**src/rtl/serial_add_ctrl.sv**
```systemverilog
// ---------------------------------------------------------------------------
// serial_add_ctrl
//
// Byte-serial add sequencer. Adds two NBYTES-wide operands one byte at a time
// through a shared external combinational 8-bit adder that has no carry-in.
// A carry into a byte is handled by a second pass through the same adder:
// the byte sum is parked in r_partial, then incremented by one.
//
// Optional feature (macro SERIAL_ADD_SUB_EN):
//   adds input i_sub, sampled with i_start. With i_sub=1 the B bytes are
//   inverted and the chain starts with a carry, giving A-B. In that mode
//   o_carry_out=1 means no borrow (A>=B). Without the macro: add only.
//
// Ports:
//   clk          system clock, rising edge
//   rst_n        asynchronous active-low reset
//   i_start      request pulse, accepted only while o_busy=0
//   i_op_a       operand A, sampled on accepted start
//   i_op_b       operand B, sampled on accepted start
//   i_sub        subtract select (SERIAL_ADD_SUB_EN only)
//   o_busy       high from the cycle after accepted start through DONE
//   o_done       one-cycle pulse; o_result/o_carry_out valid
//   o_result     sum, held until the next accepted start
//   o_carry_out  carry out of the MSB byte, held with o_result
//   o_add_a      shared adder input A
//   o_add_b      shared adder input B
//   i_add_sum    shared adder SUM (combinational)
//   i_add_carry  shared adder CARRY (combinational)
// ---------------------------------------------------------------------------
module serial_add_ctrl #(
  parameter int NBYTES = 4
) (
  input  logic                  clk,
  input  logic                  rst_n,
  input  logic                  i_start,
  input  logic [8*NBYTES-1:0]   i_op_a,
  input  logic [8*NBYTES-1:0]   i_op_b,
`ifdef SERIAL_ADD_SUB_EN
  input  logic                  i_sub,
`endif
  output logic                  o_busy,
  output logic                  o_done,
  output logic [8*NBYTES-1:0]   o_result,
  output logic                  o_carry_out,
  output logic [7:0]            o_add_a,
  output logic [7:0]            o_add_b,
  input  logic [7:0]            i_add_sum,
  input  logic                  i_add_carry
);

  // A single-byte build still needs a 1-bit index register.
  localparam int IDXW = (NBYTES > 1) ? $clog2(NBYTES) : 1;
  localparam logic [IDXW-1:0] LAST_IDX = IDXW'(NBYTES - 1);

  localparam logic [1:0] ST_IDLE = 2'd0;
  localparam logic [1:0] ST_ADD  = 2'd1;
  localparam logic [1:0] ST_INC  = 2'd2;
  localparam logic [1:0] ST_DONE = 2'd3;

  logic [1:0]          r_state;
  logic [8*NBYTES-1:0] r_opA;
  logic [8*NBYTES-1:0] r_opB;
  logic [IDXW-1:0]     r_idx;
  logic                r_c;
  logic                r_c1;
  logic [7:0]          r_partial;
  logic [8*NBYTES-1:0] r_result;
  logic                r_carryOut;
`ifdef SERIAL_ADD_SUB_EN
  logic                r_sub;
`endif

  logic [7:0] w_byteA;
  logic [7:0] w_byteB;
  logic       w_cNew;
  logic       w_startOk;

  // Current operand bytes; in subtract mode B is inverted so that
  // A + ~B + 1 forms the difference.
  always_comb begin
    w_byteA = r_opA[r_idx*8 +: 8];
    w_byteB = r_opB[r_idx*8 +: 8];
`ifdef SERIAL_ADD_SUB_EN
    if (r_sub) begin
      w_byteB = ~r_opB[r_idx*8 +: 8];
    end
`endif
  end

  // Carry leaving the current byte. After an increment pass either of the
  // two adder passes may have produced it (they never both do).
  assign w_cNew    = (r_state == ST_INC) ? (r_c1 | i_add_carry) : i_add_carry;
  assign w_startOk = i_start && (r_state == ST_IDLE);

  // Adder inputs are decoded straight from registered state; zero when idle.
  always_comb begin
    o_add_a = 8'h00;
    o_add_b = 8'h00;
    case (r_state)
      ST_ADD: begin
        o_add_a = w_byteA;
        o_add_b = w_byteB;
      end
      ST_INC: begin
        o_add_a = r_partial;
        o_add_b = 8'h01;
      end
      default: begin
        o_add_a = 8'h00;
        o_add_b = 8'h00;
      end
    endcase
  end

  // Sequencer: ADD handles a byte with no incoming carry in one pass; a byte
  // entered with carry takes ADD then INC. Result bytes are written in place.
  always_ff @(posedge clk or negedge rst_n) begin
    if (!rst_n) begin
      r_state    <= ST_IDLE;
      r_opA      <= '0;
      r_opB      <= '0;
      r_idx      <= '0;
      r_c        <= 1'b0;
      r_c1       <= 1'b0;
      r_partial  <= 8'h00;
      r_result   <= '0;
      r_carryOut <= 1'b0;
`ifdef SERIAL_ADD_SUB_EN
      r_sub      <= 1'b0;
`endif
    end else begin
      case (r_state)
        ST_IDLE: begin
          if (w_startOk) begin
            r_opA   <= i_op_a;
            r_opB   <= i_op_b;
            r_idx   <= '0;
`ifdef SERIAL_ADD_SUB_EN
            r_sub   <= i_sub;
            r_c     <= i_sub;
`else
            r_c     <= 1'b0;
`endif
            r_state <= ST_ADD;
          end
        end
        ST_ADD: begin
          if (!r_c) begin
            r_result[r_idx*8 +: 8] <= i_add_sum;
            r_c <= w_cNew;
            if (r_idx == LAST_IDX) begin
              r_carryOut <= w_cNew;
              r_state    <= ST_DONE;
            end else begin
              r_idx   <= r_idx + IDXW'(1);
              r_state <= ST_ADD;
            end
          end else begin
            r_partial <= i_add_sum;
            r_c1      <= i_add_carry;
            r_state   <= ST_INC;
          end
        end
        ST_INC: begin
          r_result[r_idx*8 +: 8] <= i_add_sum;
          r_c <= w_cNew;
          if (r_idx == LAST_IDX) begin
            r_carryOut <= w_cNew;
            r_state    <= ST_DONE;
          end else begin
            r_idx   <= r_idx + IDXW'(1);
            r_state <= ST_ADD;
          end
        end
        default: begin
          r_state <= ST_IDLE;
        end
      endcase
    end
  end

  assign o_busy      = (r_state != ST_IDLE);
  assign o_done      = (r_state == ST_DONE);
  assign o_result    = r_result;
  assign o_carry_out = r_carryOut;

endmodule

```
**config.mk**
```make
export PLATFORM = sky130hd
export DESIGN_NAME = serial_add_ctrl
export DESIGN_NICKNAME = d
export VERILOG_FILES = /design/src/rtl/serial_add_ctrl.sv
export SDC_FILE = /design/constraint.sdc
export NUM_CORES = 1
export LEC_CHECK = 0
export ABC_AREA = 1
export CORE_MARGIN = 2
export CORE_UTILIZATION = 45
export CTS_BUF_LIST = sky130_fd_sc_hd__clkbuf_8
export DETAILED_ROUTE_END_ITERATION = 8
export HOLD_SLACK_MARGIN = 0.05
export PLACE_DENSITY = 0.76
export SYNTH_ARGS = -nofsm -noshare
export SYNTH_HDL_FRONTEND = slang
export SYNTH_SLANG_ARGS = --single-unit
```
**constraint.sdc**
```tcl
create_clock -name clk -period 1.9 [get_ports clk]
set_clock_uncertainty 0.1 [all_clocks]
set_input_delay 0.475 -clock clk [delete_from_list [all_inputs] [get_ports clk]]
set_output_delay 0.475 -clock clk [all_outputs]
set_load 0.01 [all_outputs]
```
=== After elaboration in Yosys (flattened, before gate mapping) ===
Cells that the tools add are included.

* Mux-type cells: 20
* Bitwise logic cells: 1
* Add/sub/neg operators: 2
* Eq/ne operators: 6
* Shifts and indexed selects: 4
* Reduce and logical (&&, ||, !) cells: 10

{| class="wikitable"
|+ Operators with widths
! operator !! count
|-
| $pmux W32 S2 || 1
|-
| $shiftx A32 B6 Y8 || 2
|-
| $neg A5 Y34 || 1
|-
| $shift A8 B34 Y32 const A || 1
|-
| $shiftx A8 B34 Y32 || 1
|-
| $bwmux W32 || 1
|-
| $mux W32 || 1
|-
| $pmux W8 S2 || 2
|-
| $mux W2 || 6
|-
| $pmux W2 S3 || 2
|-
| $reduce_and A2 Y1 || 4
|-
| $eq A2 B2 Y1 const B || 3
|-
| $mux W1 || 5
|-
| $ne A2 B2 Y1 const B || 2
|-
| $reduce_bool A2 Y1 || 2
|-
| $pmux W1 S3 || 1
|-
| $reduce_and A3 Y1 || 1
|-
| $reduce_bool A3 Y1 || 1
|-
| $add A2 B1 Y2 const B || 1
|-
| $eq A2 B1 Y1 const B || 1
|-
| $logic_not A2 Y1 || 1
|-
| $pmux W1 S2 || 1
|-
| $logic_and A1 B1 Y1 || 1
|-
| $or A1 B1 Y1 || 1
|}

* Logic and storage cells: 52
* Output and inout port bits: 51
* Input port bits: 76
* Register bits after elaboration: 111

=== Logic depth before layout (Yosys ltp) ===
* Word-level depth: 5
* Mapped depth: 9
* Mapped depth without buffers: 8

=== Worst setup path before layout ===
No wires, ideal clock.

* Path kind: reg-to-output
* Start: register r_state[0]
* End: output o_add_a[0]
* Data required time: 1325 ps
* Cell stages (with the launch flop): 8
* Arrival time: 1422 ps
* Buffers on the path: 1
* Path slack: -97 ps
* Cells stage by stage: dfrtp_1 inv_1 ha_1 buf_4 nand2_1 inv_1 nand3_1 nand2_1

* Word-level cells in the longest chain between the ends: 2
* Elaborated cells between the ends (all ways): 3
* Classes of those cells: eq/ne: 2; mux: 1

{| class="wikitable"
|+ Ends and longest elaborated chain
! item !! line !! text
|-
| from (decl) || 60 || <nowiki>logic [1:0] r_state;</nowiki>
|-
| from (signal assigned) || 119 || <nowiki>r_state <= ST_IDLE;</nowiki>
|-
| from (signal assigned) || 144 || <nowiki>r_state <= ST_ADD;</nowiki>
|-
| from (signal assigned) || 153 || <nowiki>r_state <= ST_DONE;</nowiki>
|-
| $eq A2 B2 Y1 / $eq A2 B1 Y1 (equally long branches) || 99 || <nowiki>case (r_state)</nowiki>
|-
| $pmux W8 S2 (*) || 99 ||
|-
| to (decl) || 45 || <nowiki>output logic [7:0] o_add_a,</nowiki>
|}

Mark *: on every way between the ends. The rest lies on a longest branch, timed or not.

=== Final worst setup path ===
* Start: register r_idx[0]
* End: output o_add_b[5]

* Word-level cells in the longest chain between the ends: 2

{| class="wikitable"
|+ Ends and longest elaborated chain
! item !! line !! text
|-
| from (decl) || 63 || <nowiki>logic [IDXW-1:0] r_idx;</nowiki>
|-
| from (signal assigned) || 155 || <nowiki>r_idx <= r_idx + IDXW'(1);</nowiki>
|-
| from (signal assigned) || 171 || <nowiki>r_idx <= r_idx + IDXW'(1);</nowiki>
|-
| $shiftx A32 B6 Y8 || 82 || <nowiki>w_byteB = r_opB[r_idx*8 +: 8];</nowiki>
|-
| $pmux W8 S2 || 99 ||
|-
| to (decl) || 46 || <nowiki>output logic [7:0] o_add_b,</nowiki>
|}

Every way passes these cells.

==> reports/summary.txt <==
post-synth cell types -> 23
Residual DRC -> 0
Die W -> 111 um
die area -> 12400 sq um
fin. max-slew vios -> 0
area of the multi-input gates -> 2330 sq um
first-pass GRT wire length -> 22200 um
Setup violations, final -> 16
Layout area overhead -> 41.6%
f_max -> 456 MHz
startpoint types -> flop
Syn Nets -> 619
initial antenna violation count -> 0
gr usage total -> 22.3%
Mean Syn Cell Area -> 9.72 sq um
H-tree depth -> 3
Syn Inst Count -> 533
post-route ant nets -> 0
Sequential Area -> 2780 sq um
routability cong. -> 0.889
leading cell types in the layout, fill and taps excluded -> 127 x nand2_1, 109 x dfrtp_1, 82 x clkdlybuf4s50_1, 48 x nand3_1, 48 x mux2_2
largest net degree at the start of global routing -> 34
cell area after layout -> 7340 sq um
Max VDD drop -> 0.712 mV
CP max FO -> 22
starting density of the core -> 45.8%
Placed Cells -> 816
fillers -> 895
dpl ws -> -383 ps
Max-Cap Viols -> 0
Synth area leaders -> dfrtp_1 54%, mux2_2 10%, nand2_1 9.9%, nand3_1 5.4%, o21ai_0 4.1%
Tmin final -> 2190 ps
mapped cell area -> 5180 sq um
Hold WC Path Type -> reg -> reg
GRT overflow -> 0
Final WS setup -> -294 ps
io pins -> 127
Worst EP arrival -> 1620 ps
area of the core -> 11300 sq um
CP Buf/Inv Count -> 3
Clk Latency, worst-skew pair -> 380 ps
RSZ-0062 raised after global routing -> yes
most common cell after layout, fill and taps aside -> nand2_1
CTS Root Buffer Type -> clkbuf_8
Rows -> 39
Setup CP Type -> reg -> out
CP delay by family, top -> flip-flops
post-synthesis sequential area ratio -> 53.6%
worst slew margin relative to its limit -> 68.4%
TritonCTS clock tree -> done
vias in the first global route -> 4509
Routed Wire Length -> 13400 um
initial DRC count -> 201
PortBufs -> 126
Ys Warns -> 0
crit path capture type -> output port
CTS Buf Count -> 9
Tcrit/Tclk final -> 115%
clock slew at reported path FFs -> 100 ps
main flop type after synthesis -> dfrtp_1
Synth top area share -> 53.6%
Non-Filler Instances -> 837
CP Data Required Time -> 1320 ps
Max Buffers Root-to-Sink -> 2
Synth area leader -> dfrtp_1
Worst Tran Pin Value -> 474 ps
status -> complete, but fails checks
share of cells above drive strength 1 -> 25.9%
final number of hold-violating endpoints -> 0
Yosys reg bits -> 111
slowest cell delay on critical path -> 460 ps
worst-path cell chain -> inv_4, buf_12, o21ai_0, a21oi_2, buf_2
Diodes inserted -> 0
Sink Count -> 111
die height -> 111 um
DP Area -> 6930 sq um
vias post-DR -> 4306
slowest stage cell, crit path -> dfrtp_2
total power -> 12.2 mW
nets -> 775
DR WL/cell -> 16.0 um
Post-synth ARST share -> 100%
Post-synth EDFFs -> 0
vias per cell -> 5.14
hpwl dp -> 9960 um
pwr dens -> 1660 nW/um^2
TritonRoute pass-1 iters -> 4
leakage power -> 3.81 nW
failing checks -> negative setup slack
-- where the power goes --
part	switching [mW]	total [mW]	internal, mW
clock	0.831	1.31	0.479
combinational	3.35	6.72	3.37
sequential	0.663	4.17	3.50
-- worst paths after layout --
kind,start,end,slack (ps),depth (start not counted)
min in group asynchronous,rst_n,r_opB[5]$_DFFE_PN0P_,490,2
max in group asynchronous,rst_n,o_result[7]$_DFFE_PN0P_,540,3
min reg2reg,o_result[2]$_DFFE_PN0P_,o_result[2]$_DFFE_PN0P_,390,2
max,r_idx[0]$_DFFE_PN0P_,o_add_b[5],-290,5
min,o_result[2]$_DFFE_PN0P_,o_result[2]$_DFFE_PN0P_,390,2
max reg2reg,r_state[1]$_DFFE_PN0N_,o_result[29]$_DFFE_PN0P_,130,9
-- cells by family (layout without fill, tap and decap cells) --
logic type                 count (synthesis)  in the layout  synth area share, %
and+or+nand+nor                          247            247                 20.3
DFF                                      111            111                 53.6
muxes                                     60             60                 13.9
AOI/OAI and AO/OA                         54             54                 5.21
buffers and inverters                     51            212                 4.59
adders and majority gates                 10             10                 2.41
-- per-stage QoR --
stage	hold WS, ps	util, %	TNS, ps
2_1_floorplan	79.4	-	0
3_3_place_gp	362	61.2	-4690
3_5_place_dp	368	61.2	-6000
4_1_cts	394	63.5	-4110
5_1_grt	435	64.8	-6010
6_report	389	64.8	-4180
-- tightest hold or removal path, stage by stage, from the launching register on --
cell and delay [ps]:
dfrtp_1 360, nand2_1 50, nand2_1 50
-- Yosys cell counts, types with 2 or more instances --
cell type,number
nor2_1,40
mux2_2,48
inv_1,25
buf_2,16
nand2_1,136
nand2_2,2
nand3b_1,7
nand3_1,56
nand4_1,2
clkbuf_1,3
buf_6,3
o21ai_0,42
inv_2,2
ha_1,10
a21oi_1,12
mux2_4,12
dfrtp_1,111
-- sequential cells by signal, summed over array words and instances (netlist names) --
signal,cells
o_result,32
r_opA,32
r_opB,32
r_partial,8
r_idx,2
r_state,2
o_carry_out,1
r_c,1
r_c1,1
-- routing by layer --
layer | vias up | track usage [%] | wire [um]
met5 | - | 0 | 0
met4 | 0 | 7.90 | 270
met3 | 22 | 3.99 | 692
met2 | 139 | 37.4 | 6600
met1 | 2074 | 29.4 | 5810
li1 | 2071 | - | -
-- repair_timing --
action / CTS / global route
endpoints found under the hold margin: 29 / 0
pin swaps: 13 / 11
hold buffers: 1 / 0
resized for setup: 109 / 50
setup buffers: 1 / 3
endpoints found under the setup margin: 21 / 70
-- layout make-up --
type / count / share of cell area, %
Tap cell: 143 / 2.44
Multi-Input combinational cell: 371 / 31.7
Clock inverter: 7 / 0.614
Timing Repair Buffer: 168 / 24.1
Clock buffer: 9 / 1.69
Inverter: 28 / 1.57
Sequential cell: 111 / 37.9
(Power assumes the default switching activity.)
